==> src/rtl/uart_rx_ctrl_if.sv <==
// Signal bundle between the UART receive controller, the async receiver and
// the APB register layer. The controller connects through the slave modport;
// the receiver/host side (or a bench) connects through the master modport.
// Optional build macro: UART_RX_TIMEOUT_EN adds the RX_TIMEOUT output.
//
// Handshakes:
//   Receiver side: RX_RDY_IN is a level "byte valid". The controller answers
//   with a one-cycle RX_READ_OUT (and PARITY_CLR_OUT when the byte carried a
//   parity error) and will not take another byte until RX_RDY_IN has been low.
//   Host side: first-word-fall-through. RD_DATA/RD_PERR show the head entry
//   whenever FIFO_EMPTY=0 (valid = !FIFO_EMPTY); POP is the ready/accept and
//   consumes the head on the clock edge where POP=1 and FIFO_EMPTY=0.
interface uart_rx_ctrl_if #(
    parameter int BAUD_W  = 13,
    parameter int FIFO_AW = 4
);
    logic               RX_ENABLE;
    logic [BAUD_W-1:0]  BAUD_VAL;
    logic               BAUD_TICK;
    logic               RX_RDY_IN;
    logic [7:0]         RX_DATA_IN;
    logic               PARITY_ERR_IN;
    logic               FRAMING_ERR_IN;
    logic               RX_READ_OUT;
    logic               PARITY_CLR_OUT;
    logic               POP;
    logic [7:0]         RD_DATA;
    logic               RD_PERR;
    logic               FIFO_EMPTY;
    logic               FIFO_FULL;
    logic [FIFO_AW:0]   FIFO_LEVEL;
    logic [FIFO_AW:0]   RX_THRESH;
    logic               RX_IRQ;
    logic               OVF_STICKY;
    logic               FE_STICKY;
    logic               CLR_ERR;
    logic [1:0]         DBG_STATE;
`ifdef UART_RX_TIMEOUT_EN
    logic               RX_TIMEOUT;

    modport slave (
        input  RX_ENABLE, BAUD_VAL, RX_RDY_IN, RX_DATA_IN, PARITY_ERR_IN,
               FRAMING_ERR_IN, POP, RX_THRESH, CLR_ERR,
        output BAUD_TICK, RX_READ_OUT, PARITY_CLR_OUT, RD_DATA, RD_PERR,
               FIFO_EMPTY, FIFO_FULL, FIFO_LEVEL, RX_IRQ, OVF_STICKY,
               FE_STICKY, DBG_STATE, RX_TIMEOUT
    );

    modport master (
        output RX_ENABLE, BAUD_VAL, RX_RDY_IN, RX_DATA_IN, PARITY_ERR_IN,
               FRAMING_ERR_IN, POP, RX_THRESH, CLR_ERR,
        input  BAUD_TICK, RX_READ_OUT, PARITY_CLR_OUT, RD_DATA, RD_PERR,
               FIFO_EMPTY, FIFO_FULL, FIFO_LEVEL, RX_IRQ, OVF_STICKY,
               FE_STICKY, DBG_STATE, RX_TIMEOUT
    );
`else
    modport slave (
        input  RX_ENABLE, BAUD_VAL, RX_RDY_IN, RX_DATA_IN, PARITY_ERR_IN,
               FRAMING_ERR_IN, POP, RX_THRESH, CLR_ERR,
        output BAUD_TICK, RX_READ_OUT, PARITY_CLR_OUT, RD_DATA, RD_PERR,
               FIFO_EMPTY, FIFO_FULL, FIFO_LEVEL, RX_IRQ, OVF_STICKY,
               FE_STICKY, DBG_STATE
    );

    modport master (
        output RX_ENABLE, BAUD_VAL, RX_RDY_IN, RX_DATA_IN, PARITY_ERR_IN,
               FRAMING_ERR_IN, POP, RX_THRESH, CLR_ERR,
        input  BAUD_TICK, RX_READ_OUT, PARITY_CLR_OUT, RD_DATA, RD_PERR,
               FIFO_EMPTY, FIFO_FULL, FIFO_LEVEL, RX_IRQ, OVF_STICKY,
               FE_STICKY, DBG_STATE
    );
`endif
endinterface

==> src/rtl/uart_rx_ctrl.sv <==
// UART receive controller: 16x baud enable generator, capture FSM that moves
// each received byte (with its parity flag) into a 16-entry FWFT FIFO and
// acknowledges the receiver, sticky overflow/framing flags and a registered
// FIFO-threshold interrupt.
// Optional build macro: UART_RX_TIMEOUT_EN adds an idle-FIFO timeout flag.
module uart_rx_ctrl #(
    parameter int BAUD_W  = 13,
    parameter int FIFO_AW = 4
) (
    input logic           CLK,
    input logic           RESET,
    uart_rx_ctrl_if.slave bus
);
    localparam int DEPTH = 1 << FIFO_AW;
    localparam logic [FIFO_AW:0] LVL_FULL = {1'b1, {FIFO_AW{1'b0}}};

    typedef enum logic [1:0] {
        S_IDLE     = 2'd0,
        S_CAPTURE  = 2'd1,
        S_WAIT_CLR = 2'd2
    } state_t;

    // Baud generator
    logic [BAUD_W-1:0]  baud_cnt_q, baud_cnt_d;
    logic               tick_q, tick_d;

    // Capture FSM
    state_t             state_q, state_d;
    logic               fifo_wr;
    logic               read_pulse;
    logic               pclr_pulse;
    logic               ovf_set;

    // FIFO
    logic [8:0]         mem_q [DEPTH];
    logic [8:0]         mem_d [DEPTH];
    logic [FIFO_AW-1:0] wr_ptr_q, wr_ptr_d;
    logic [FIFO_AW-1:0] rd_ptr_q, rd_ptr_d;
    logic [FIFO_AW:0]   level_q, level_d;
    logic               fifo_empty;
    logic               fifo_full;
    logic               pop_ok;

    // Status
    logic               irq_q, irq_d;
    logic               ovf_q, ovf_d;
    logic               fe_q, fe_d;

    assign fifo_empty = (level_q == '0);
    assign fifo_full  = (level_q == LVL_FULL);
    // An empty FIFO has no head, so a pop there is simply dropped.
    assign pop_ok     = bus.POP && !fifo_empty;

    // Baud down-counter: tick on zero then reload, held at BAUD_VAL while disabled.
    always_comb begin
        baud_cnt_d = baud_cnt_q;
        tick_d     = 1'b0;
        if (!bus.RX_ENABLE) begin
            baud_cnt_d = bus.BAUD_VAL;
        end else if (baud_cnt_q == '0) begin
            baud_cnt_d = bus.BAUD_VAL;
            tick_d     = 1'b1;
        end else begin
            baud_cnt_d = baud_cnt_q - 1'b1;
        end
    end

    // Baud generator registers.
    always_ff @(posedge CLK or posedge RESET) begin
        if (RESET) begin
            baud_cnt_q <= '0;
            tick_q     <= 1'b0;
        end else begin
            baud_cnt_q <= baud_cnt_d;
            tick_q     <= tick_d;
        end
    end

    // Capture FSM next state and pulses; WAIT_CLR blocks a re-capture of the same byte.
    always_comb begin
        state_d    = state_q;
        fifo_wr    = 1'b0;
        read_pulse = 1'b0;
        pclr_pulse = 1'b0;
        ovf_set    = 1'b0;
        case (state_q)
            S_IDLE: begin
                if (bus.RX_ENABLE && bus.RX_RDY_IN) begin
                    if (!fifo_full) begin
                        state_d = S_CAPTURE;
                    end else begin
                        ovf_set = 1'b1;
                    end
                end
            end
            S_CAPTURE: begin
                fifo_wr    = 1'b1;
                read_pulse = 1'b1;
                pclr_pulse = bus.PARITY_ERR_IN;
                state_d    = S_WAIT_CLR;
            end
            S_WAIT_CLR: begin
                if (!bus.RX_RDY_IN) begin
                    state_d = S_IDLE;
                end
            end
            default: state_d = S_IDLE;
        endcase
    end

    // FSM state register.
    always_ff @(posedge CLK or posedge RESET) begin
        if (RESET) begin
            state_q <= S_IDLE;
        end else begin
            state_q <= state_d;
        end
    end

    // FIFO storage, pointers and occupancy; write and pop may coincide.
    always_comb begin
        mem_d = mem_q;
        if (fifo_wr) begin
            mem_d[wr_ptr_q] = {bus.PARITY_ERR_IN, bus.RX_DATA_IN};
        end
        wr_ptr_d = fifo_wr ? wr_ptr_q + 1'b1 : wr_ptr_q;
        rd_ptr_d = pop_ok  ? rd_ptr_q + 1'b1 : rd_ptr_q;
        case ({fifo_wr, pop_ok})
            2'b10:   level_d = level_q + 1'b1;
            2'b01:   level_d = level_q - 1'b1;
            default: level_d = level_q;
        endcase
    end

    // FIFO registers.
    always_ff @(posedge CLK or posedge RESET) begin
        if (RESET) begin
            for (int i = 0; i < DEPTH; i++) begin
                mem_q[i] <= '0;
            end
            wr_ptr_q <= '0;
            rd_ptr_q <= '0;
            level_q  <= '0;
        end else begin
            mem_q    <= mem_d;
            wr_ptr_q <= wr_ptr_d;
            rd_ptr_q <= rd_ptr_d;
            level_q  <= level_d;
        end
    end

    // Threshold interrupt and sticky flags; a set beats a same-cycle clear.
    always_comb begin
        irq_d = (bus.RX_THRESH != '0) && (level_q >= bus.RX_THRESH);
        ovf_d = ovf_set || (ovf_q && !bus.CLR_ERR);
        fe_d  = bus.FRAMING_ERR_IN || (fe_q && !bus.CLR_ERR);
    end

    // Status registers.
    always_ff @(posedge CLK or posedge RESET) begin
        if (RESET) begin
            irq_q <= 1'b0;
            ovf_q <= 1'b0;
            fe_q  <= 1'b0;
        end else begin
            irq_q <= irq_d;
            ovf_q <= ovf_d;
            fe_q  <= fe_d;
        end
    end

`ifdef UART_RX_TIMEOUT_EN
    // 4 characters x 10 bits x 16 ticks per bit.
    localparam logic [10:0] TO_LIMIT = 11'd640;
    logic [10:0] to_cnt_q, to_cnt_d;

    // Idle timeout: count baud ticks while data sits untouched, saturate at the limit.
    always_comb begin
        to_cnt_d = to_cnt_q;
        if (fifo_wr || bus.POP || bus.CLR_ERR || fifo_empty) begin
            to_cnt_d = '0;
        end else if (tick_q && (to_cnt_q != TO_LIMIT)) begin
            to_cnt_d = to_cnt_q + 1'b1;
        end
    end

    // Timeout counter register.
    always_ff @(posedge CLK or posedge RESET) begin
        if (RESET) begin
            to_cnt_q <= '0;
        end else begin
            to_cnt_q <= to_cnt_d;
        end
    end

    assign bus.RX_TIMEOUT = (to_cnt_q == TO_LIMIT);
`endif

    assign bus.BAUD_TICK      = tick_q;
    assign bus.RX_READ_OUT    = read_pulse;
    assign bus.PARITY_CLR_OUT = pclr_pulse;
    assign bus.RD_DATA        = fifo_empty ? 8'h00 : mem_q[rd_ptr_q][7:0];
    assign bus.RD_PERR        = fifo_empty ? 1'b0  : mem_q[rd_ptr_q][8];
    assign bus.FIFO_EMPTY     = fifo_empty;
    assign bus.FIFO_FULL      = fifo_full;
    assign bus.FIFO_LEVEL     = level_q;
    assign bus.RX_IRQ         = irq_q;
    assign bus.OVF_STICKY     = ovf_q;
    assign bus.FE_STICKY      = fe_q;
    assign bus.DBG_STATE      = state_q;
endmodule

==> src/flat_wrapper.sv <==
// flat-port wrapper written by rule: the top's interface ports become plain ports
module uart_rx_ctrl_flat 
#(
    parameter int BAUD_W  = 13,
    parameter int FIFO_AW = 4
)
  (CLK, RESET, bus_RX_ENABLE, bus_BAUD_VAL, bus_RX_RDY_IN, bus_RX_DATA_IN, bus_PARITY_ERR_IN, bus_FRAMING_ERR_IN, bus_POP, bus_RX_THRESH, bus_CLR_ERR, bus_BAUD_TICK, bus_RX_READ_OUT, bus_PARITY_CLR_OUT, bus_RD_DATA, bus_RD_PERR, bus_FIFO_EMPTY, bus_FIFO_FULL, bus_FIFO_LEVEL, bus_RX_IRQ, bus_OVF_STICKY, bus_FE_STICKY, bus_DBG_STATE);
  uart_rx_ctrl_if #(.BAUD_W(BAUD_W), .FIFO_AW(FIFO_AW)) bus_i ();
  input logic CLK;
  input logic RESET;
  input wire logic [$bits(bus_i.RX_ENABLE)-1:0] bus_RX_ENABLE;
  input wire logic [$bits(bus_i.BAUD_VAL)-1:0] bus_BAUD_VAL;
  input wire logic [$bits(bus_i.RX_RDY_IN)-1:0] bus_RX_RDY_IN;
  input wire logic [$bits(bus_i.RX_DATA_IN)-1:0] bus_RX_DATA_IN;
  input wire logic [$bits(bus_i.PARITY_ERR_IN)-1:0] bus_PARITY_ERR_IN;
  input wire logic [$bits(bus_i.FRAMING_ERR_IN)-1:0] bus_FRAMING_ERR_IN;
  input wire logic [$bits(bus_i.POP)-1:0] bus_POP;
  input wire logic [$bits(bus_i.RX_THRESH)-1:0] bus_RX_THRESH;
  input wire logic [$bits(bus_i.CLR_ERR)-1:0] bus_CLR_ERR;
  output wire logic [$bits(bus_i.BAUD_TICK)-1:0] bus_BAUD_TICK;
  output wire logic [$bits(bus_i.RX_READ_OUT)-1:0] bus_RX_READ_OUT;
  output wire logic [$bits(bus_i.PARITY_CLR_OUT)-1:0] bus_PARITY_CLR_OUT;
  output wire logic [$bits(bus_i.RD_DATA)-1:0] bus_RD_DATA;
  output wire logic [$bits(bus_i.RD_PERR)-1:0] bus_RD_PERR;
  output wire logic [$bits(bus_i.FIFO_EMPTY)-1:0] bus_FIFO_EMPTY;
  output wire logic [$bits(bus_i.FIFO_FULL)-1:0] bus_FIFO_FULL;
  output wire logic [$bits(bus_i.FIFO_LEVEL)-1:0] bus_FIFO_LEVEL;
  output wire logic [$bits(bus_i.RX_IRQ)-1:0] bus_RX_IRQ;
  output wire logic [$bits(bus_i.OVF_STICKY)-1:0] bus_OVF_STICKY;
  output wire logic [$bits(bus_i.FE_STICKY)-1:0] bus_FE_STICKY;
  output wire logic [$bits(bus_i.DBG_STATE)-1:0] bus_DBG_STATE;
  assign bus_i.RX_ENABLE = bus_RX_ENABLE;
  assign bus_i.BAUD_VAL = bus_BAUD_VAL;
  assign bus_i.RX_RDY_IN = bus_RX_RDY_IN;
  assign bus_i.RX_DATA_IN = bus_RX_DATA_IN;
  assign bus_i.PARITY_ERR_IN = bus_PARITY_ERR_IN;
  assign bus_i.FRAMING_ERR_IN = bus_FRAMING_ERR_IN;
  assign bus_i.POP = bus_POP;
  assign bus_i.RX_THRESH = bus_RX_THRESH;
  assign bus_i.CLR_ERR = bus_CLR_ERR;
  assign bus_BAUD_TICK = bus_i.BAUD_TICK;
  assign bus_RX_READ_OUT = bus_i.RX_READ_OUT;
  assign bus_PARITY_CLR_OUT = bus_i.PARITY_CLR_OUT;
  assign bus_RD_DATA = bus_i.RD_DATA;
  assign bus_RD_PERR = bus_i.RD_PERR;
  assign bus_FIFO_EMPTY = bus_i.FIFO_EMPTY;
  assign bus_FIFO_FULL = bus_i.FIFO_FULL;
  assign bus_FIFO_LEVEL = bus_i.FIFO_LEVEL;
  assign bus_RX_IRQ = bus_i.RX_IRQ;
  assign bus_OVF_STICKY = bus_i.OVF_STICKY;
  assign bus_FE_STICKY = bus_i.FE_STICKY;
  assign bus_DBG_STATE = bus_i.DBG_STATE;
  uart_rx_ctrl #(.BAUD_W(BAUD_W), .FIFO_AW(FIFO_AW)) u_core (.CLK(CLK), .RESET(RESET), .bus(bus_i));
endmodule
==> config.mk <==
export PLATFORM = sky130hd
export DESIGN_NAME = uart_rx_ctrl_flat
export DESIGN_NICKNAME = d
export VERILOG_FILES = /design/src/rtl/uart_rx_ctrl_if.sv /design/src/rtl/uart_rx_ctrl.sv /design/src/flat_wrapper.sv
export SDC_FILE = /design/constraint.sdc
export NUM_CORES = 1
export LEC_CHECK = 0
export BUFFER_PORTS_ARGS = -buffer_cell sky130_fd_sc_hd__buf_4
export CAP_MARGIN = 15
export CORE_MARGIN = 2
export CORE_UTILIZATION = 40
export CTS_BUF_LIST = sky130_fd_sc_hd__clkbuf_8 sky130_fd_sc_hd__clkbuf_16
export DETAILED_ROUTE_END_ITERATION = 8
export GPL_TIMING_DRIVEN = 0
export HOLD_SLACK_MARGIN = 0.03
export SYNTH_ARGS = -nofsm -noshare
export SYNTH_HDL_FRONTEND = slang
export SYNTH_SLANG_ARGS = --single-unit
==> constraint.sdc <==
create_clock -name CLK -period 5.2 [get_ports CLK]
set_clock_uncertainty 0.05 [all_clocks]
set_input_delay 0.26 -clock CLK [delete_from_list [all_inputs] [get_ports CLK]]
set_output_delay 0.26 -clock CLK [all_outputs]
set_load 0.02 [all_outputs]
; ---- Yosys cells after proc, flatten, opt, wreduce, memory -nomap -nowiden
; Index checks and enable logic that the tools add are counted.
[totals]
reg_bits = 176
latchBits = 0
mem_bits_rw = 0
mem_bits_ro = 0
input_bits = 34
memories = 0
[op_classes]
add_sub_neg = 5
mul = 0
div = 0
order_cmp = 4
n_eq_ne = 8
shifts = 0
n_mux = 22
n_bitwise = 2
n_reduce_logical = 16
[ops]
columns = operator, n
row1 = $bwmux W144, 1
row2 = $bmux W9 S4, 1
row3 = $demux W9 S4, 1
row4 = $mux W9, 3
row5 = $mux W13, 2
row6 = $logic_not A13 Y1, 1
row7 = $sub A13 B1 Y13 const B, 1
row8 = $ge A5 B5 Y1 const B, 2
row9 = $not A4 Y5, 2
row10 = $pmux W5 S2, 1
row11 = $add A4 B1 Y4 const B, 2
row12 = $mux W1, 8
row13 = $mux W8, 1
row14 = $logic_and A1 B1 Y1, 6
row15 = $mux W2, 3
row16 = $pmux W2 S3, 1
row17 = $add A5 B1 Y5 const B, 1
row18 = $eq A5 B5 Y1 const B, 1
row19 = $ge A5 B5 Y1, 1
row20 = $logic_not A5 Y1, 1
row21 = $lt A5 B1 Y1 const B, 1
row22 = $reduce_bool A5 Y1, 1
row23 = $sub A5 B1 Y5 const B, 1
row24 = $eq A2 B1 Y1 const B, 2
row25 = other kinds (8), 12

; ---- Depth between registers and ports, before layout
[depth]
ltp_word = 6
depth_mapped = 12

; ---- Worst setup path before layout
; Ideal clock, no wire load.
[synth_path]
path_type = reg2reg
from = register u_core.level_q[1], in the netlist u_core.bus.FIFO_LEVEL[1]
to = register u_core.level_q[4], in the netlist u_core.bus.FIFO_LEVEL[4]
setup_ns = 0.135
arrival_ns = 2.735
t_required_ns = 5.015
path_slack_ns = 2.280
path_stages_with_launch = 13
n_path_buf = 2
synth_period_minus_slack_ns = 2.920
path_cell_list = dfrtp_1 > clkbuf_1 > nor4_1 > nand2b_1 > and2_1 > ha_1 > clkbuf_1 > xor2_1 > ha_1 > or2_2 > a31oi_1 > o31ai_1 > xor2_1
[synth_between]
elab_chain_cells = 5
word_cells_on_any_way = 9
classes_between = add/sub (2) / eq/ne (2) / mux (1) / reduce/logical (4)
[synth_lines]
columns = element, line_no
row1 = from (decl), uart_rx_ctrl.sv:39  ; logic [FIFO_AW:0] level_q, level_d;
row2 = from (signal assigned), uart_rx_ctrl.sv:148  ; level_q <= level_d;
row3 = $logic_not A5 Y1 (*), uart_rx_ctrl.sv:49  ; assign fifo_empty = (level_q == '0);
row4 = $logic_not A1 Y1 (*), uart_rx_ctrl.sv:52  ; assign pop_ok = bus.POP && !fifo_empty;
row5 = $logic_and A1 B1 Y1 (*), uart_rx_ctrl.sv:52
row6 = named net u_core.pop_ok, uart_rx_ctrl.sv:42  ; logic pop_ok;
row7 = $eq A2 B1 Y1 / $eq A2 B2 Y1 (equally long branches), uart_rx_ctrl.sv:128  ; case ({fifo_wr, pop_ok})
row8 = $pmux W5 S2 / $reduce_bool A2 Y1 (equally long branches), -
; The timed path passes the listed nets; every way through them passes the cells marked *.
; A chain may end at the register's enable or synchronous reset.

; ---- Final worst setup path
; Same ends and word-level chain as after synthesis.

==> qor.txt <==
CTS tree -> done
Share of cells above drive strength 1 -> 41.8%
H-tree Lvls -> 4
Async SR Flop Fraction -> 100%
Vias in the first global route -> 5602
Starting Density -> 41.1%
Commonest non-fill, non-tap cells in the layout -> 176 x dfrtp_1, 146 x mux2_2, 56 x buf_4
TritonCTS Buffers -> 17
Post-DRT Antenna Nets -> 0
Synth Cell Area -> 8360 um2
Startpoint types -> flip-flop
Outcome -> finished, final reports clean
Number of synthesized flops with an enable pin -> 0
WL per Instance -> 20.3 um
Critical path arrival -> 3540 ps
Worst r2r src -> u_core.bus.FIFO_LEVEL[1]
GPL Wtd Cong -> 0.817
Die height -> 149 um
CTS root buf -> clkbuf_16
DIE AREA -> 22100 um2
Mapped Cells -> 593
Max incr delay on CP -> 420 ps
Filler Cells Inserted -> 1742
Seq/Total Area, Yosys -> 52.7%
HPWL after DPL -> 13500 um
Total power -> 5.27 mW
Reg clk slew, reported paths -> 60 ps
Crit path time final -> 3310 ps
Critical Path Start -> u_core.bus.FIFO_LEVEL[1]
First-pass GRT wire length -> 31700 um
Total clock sinks -> 176
Post-CTS Setup Repair Bufs -> 0
Via Count -> 5230
Initial antenna violation count -> 0
Leak -> 4.54 nW
Area leader, netlist -> dfrtp_1
Crit-path slowest cell -> nor4_1
Worst hold slack -> 48.5 ps
Kind of cell adding the most delay to the critical path -> simple AND/OR/NAND/NOR gates
Final net count -> 730
GRT met2 Usage -> 31.5%
Final Setup Violations -> 0
Crit Path Category -> flip-flop to flip-flop
Fin crit share -> 63.6%
DR vias/cell -> 5.43
Global routing's busiest layer -> met2
VDD IR max -> 0.245 mV
Crit path cell chain -> clkbuf_1, nor4_1, nand2b_1, and2_1, ha_1, clkbuf_1, xor2_1, ha_1, or2_2, a31oi_1, o31ai_1, xor2_1
Sequential Area -> 4400 um2
FP Rows -> 52
WL final -> 19600 um
Diodes inserted -> 0
Post-cts sizing count -> 0
Area grow syn2layout -> 18.7%
Drt pass-1 iters -> 4
Ranking of synthesized cells by area -> dfrtp_1 53%, mux2_2 20%, mux4_2 9.7%
Slew margin rel. -> 23.1%
WP buf/inv -> 2
Final max-slew violation count -> 0
DRT iter0 DRCs -> 318
Met1 GRT Util -> 25.7%
Worst-Margin Slew -> 1150 ps
Die width -> 149 um
DRC -> 0
Share of the synthesized area in the top cell type -> 52.7%
Worst hold-check path type -> primary input to flip-flop
RSZ-0062 raised after global routing -> false
Commonest non-fill, non-tap cell in the layout -> dfrtp_1
Final hold vios -> 0
Boundary Pins -> 58
Mean Syn Cell Area -> 14.1 um2
Max cap viols -> 0
Number of distinct library cells after synthesis -> 46
Worst-skew pair later-pin latency -> 420 ps
Worst Path Required -> 5440 ps
Met3 GRT Util -> 3.04%
Clock Path Buffers -> 2
Max frequency -> 0.303 GHz
CP Capture Type -> flip-flop
Multi-input gate area -> 3760 um2
PD cells -> 531 nW/um2
CP Max Fanout -> 8
Largest net degree at the start of global routing -> 109
I/O Buffers -> 56
Hold path startpoint -> bus_BAUD_VAL[10]
Syn. warnings -> 0
Ys flop type -> dfrtp_1
Total GRT Usage -> 18.8%
Core area -> 20400 um2
Overflow after GRT -> 0
Synthesized Nets -> 642
FF+latch count, synth -> 176
## tightest hold or removal path, cell delays in order
cell and delay (ps):
buf_4 80, nor2b_1 30, a21oi_1 100
## cell type report
type / count / area share, %
plain buffers: 33 / 1.42
repair buffers: 69 / 5.72
multi-input cells: 369 / 37.9
flip-flops and latches: 176 / 44.4
inverters: 15 / 0.643
clock inverters: 10 / 1.58
clock buffers: 22 / 4.98
well taps: 270 / 3.40
## power breakdown
part           internal, mW  leakage [nW]  total (mW)  switching (mW)
clock network         0.866         0.327        1.38           0.517
registers              1.78          2.29        2.02           0.240
logic                 0.956          1.92        1.87           0.911
total                  3.60          4.54        5.27            1.67
## kinds of logic after synthesis
family | Yosys count | synth area share, %
muxes | 191 | 30.4
DFF | 176 | 52.7
and+or+nand+nor | 95 | 6.16
AOI/OAI and AO/OA | 51 | 4.37
buffers and inverters | 48 | 2.36
xor gates and xnor gates | 17 | 1.78
adders and majority gates | 15 | 2.24
## cell usage after synthesis (2+ instances only)
master    instances
o22ai_1           2
nor3_1            4
inv_1            14
nor2b_1          14
o21ai_0           9
xor2_1            8
clkbuf_1         23
nand3_1           7
ha_1             15
nor2_2            3
xnor2_1           9
a21o_1            4
dfrtp_1         176
or4_1             4
nand2_1          21
a211oi_1         18
mux2_2          146
or2_2             2
nand3b_1          3
buf_2             8
and2_1            2
nand2b_1          6
and3_1            2
nor3b_1           2
nand4_1           2
a21oi_1           6
mux2i_1           9
o31ai_1           4
o211ai_1          3
mux4_2           36
nor2_1           16
## metal layers
metal,wire length [um],part of all wire (%),up-vias
li1,-,-,2354
met1,8970,46,2773
met2,9890,51,83
met3,487,2.5,20
met4,237,1.2,0
met5,0,0,-
## flip-flops by register name (all words and copies together), names as in the netlist
name and flops:
u_core.mem_q 144, u_core.bus.FIFO_LEVEL 5, u_core.baud_cnt_q 13, u_core.bus.DBG_STATE 2, u_core.bus.RX_IRQ 1, u_core.rd_ptr_q 4, u_core.bus.FE_STICKY 1, u_core.bus.BAUD_TICK 1
u_core.wr_ptr_q 4, u_core.bus.OVF_STICKY 1
## final timing paths
| kind | end | slack, ps | cells after the start |
|---|---|---|---|
| setup reg to reg | u_core.bus.FIFO_LEVEL[4] | 1890 | 12 |
| min in group asynchronous | u_core.baud_cnt_q[3] | 380 | 3 |
| hold / removal | u_core.baud_cnt_q[10] | 50 | 3 |
| setup / recovery | u_core.bus.FIFO_LEVEL[4] | 1890 | 12 |
| hold reg to reg | u_core.mem_q[86] | 450 | 1 |
| max in group asynchronous | u_core.mem_q[102] | 3820 | 4 |
## timing repair
action                     in CTS  in global routing
hold endpoints to repair       79                  0
setup endpoints to repair       0                  0
hold buffers                   12                  0
## per-stage QoR
| stage | setup WS (ps) | TNS [ps] | instances | cell area (um2) | utilization, % |
|---|---|---|---|---|---|
| final | 1890 | 0 | 964 | 9930 | 48.8 |
| after global routing | 1640 | 0 | 964 | 9930 | 48.8 |
| after CTS | 1900 | 0 | 964 | 9930 | 48.8 |
| after detailed placement | 1950 | 0 | 920 | 9160 | 45.0 |
| after global placement | -1550 | -270430 | 919 | 9120 | 44.8 |
| after floorplan | 116 | 0 | 593 | 8360 | - |
Note: power is estimated with default switching activity, not from simulation.
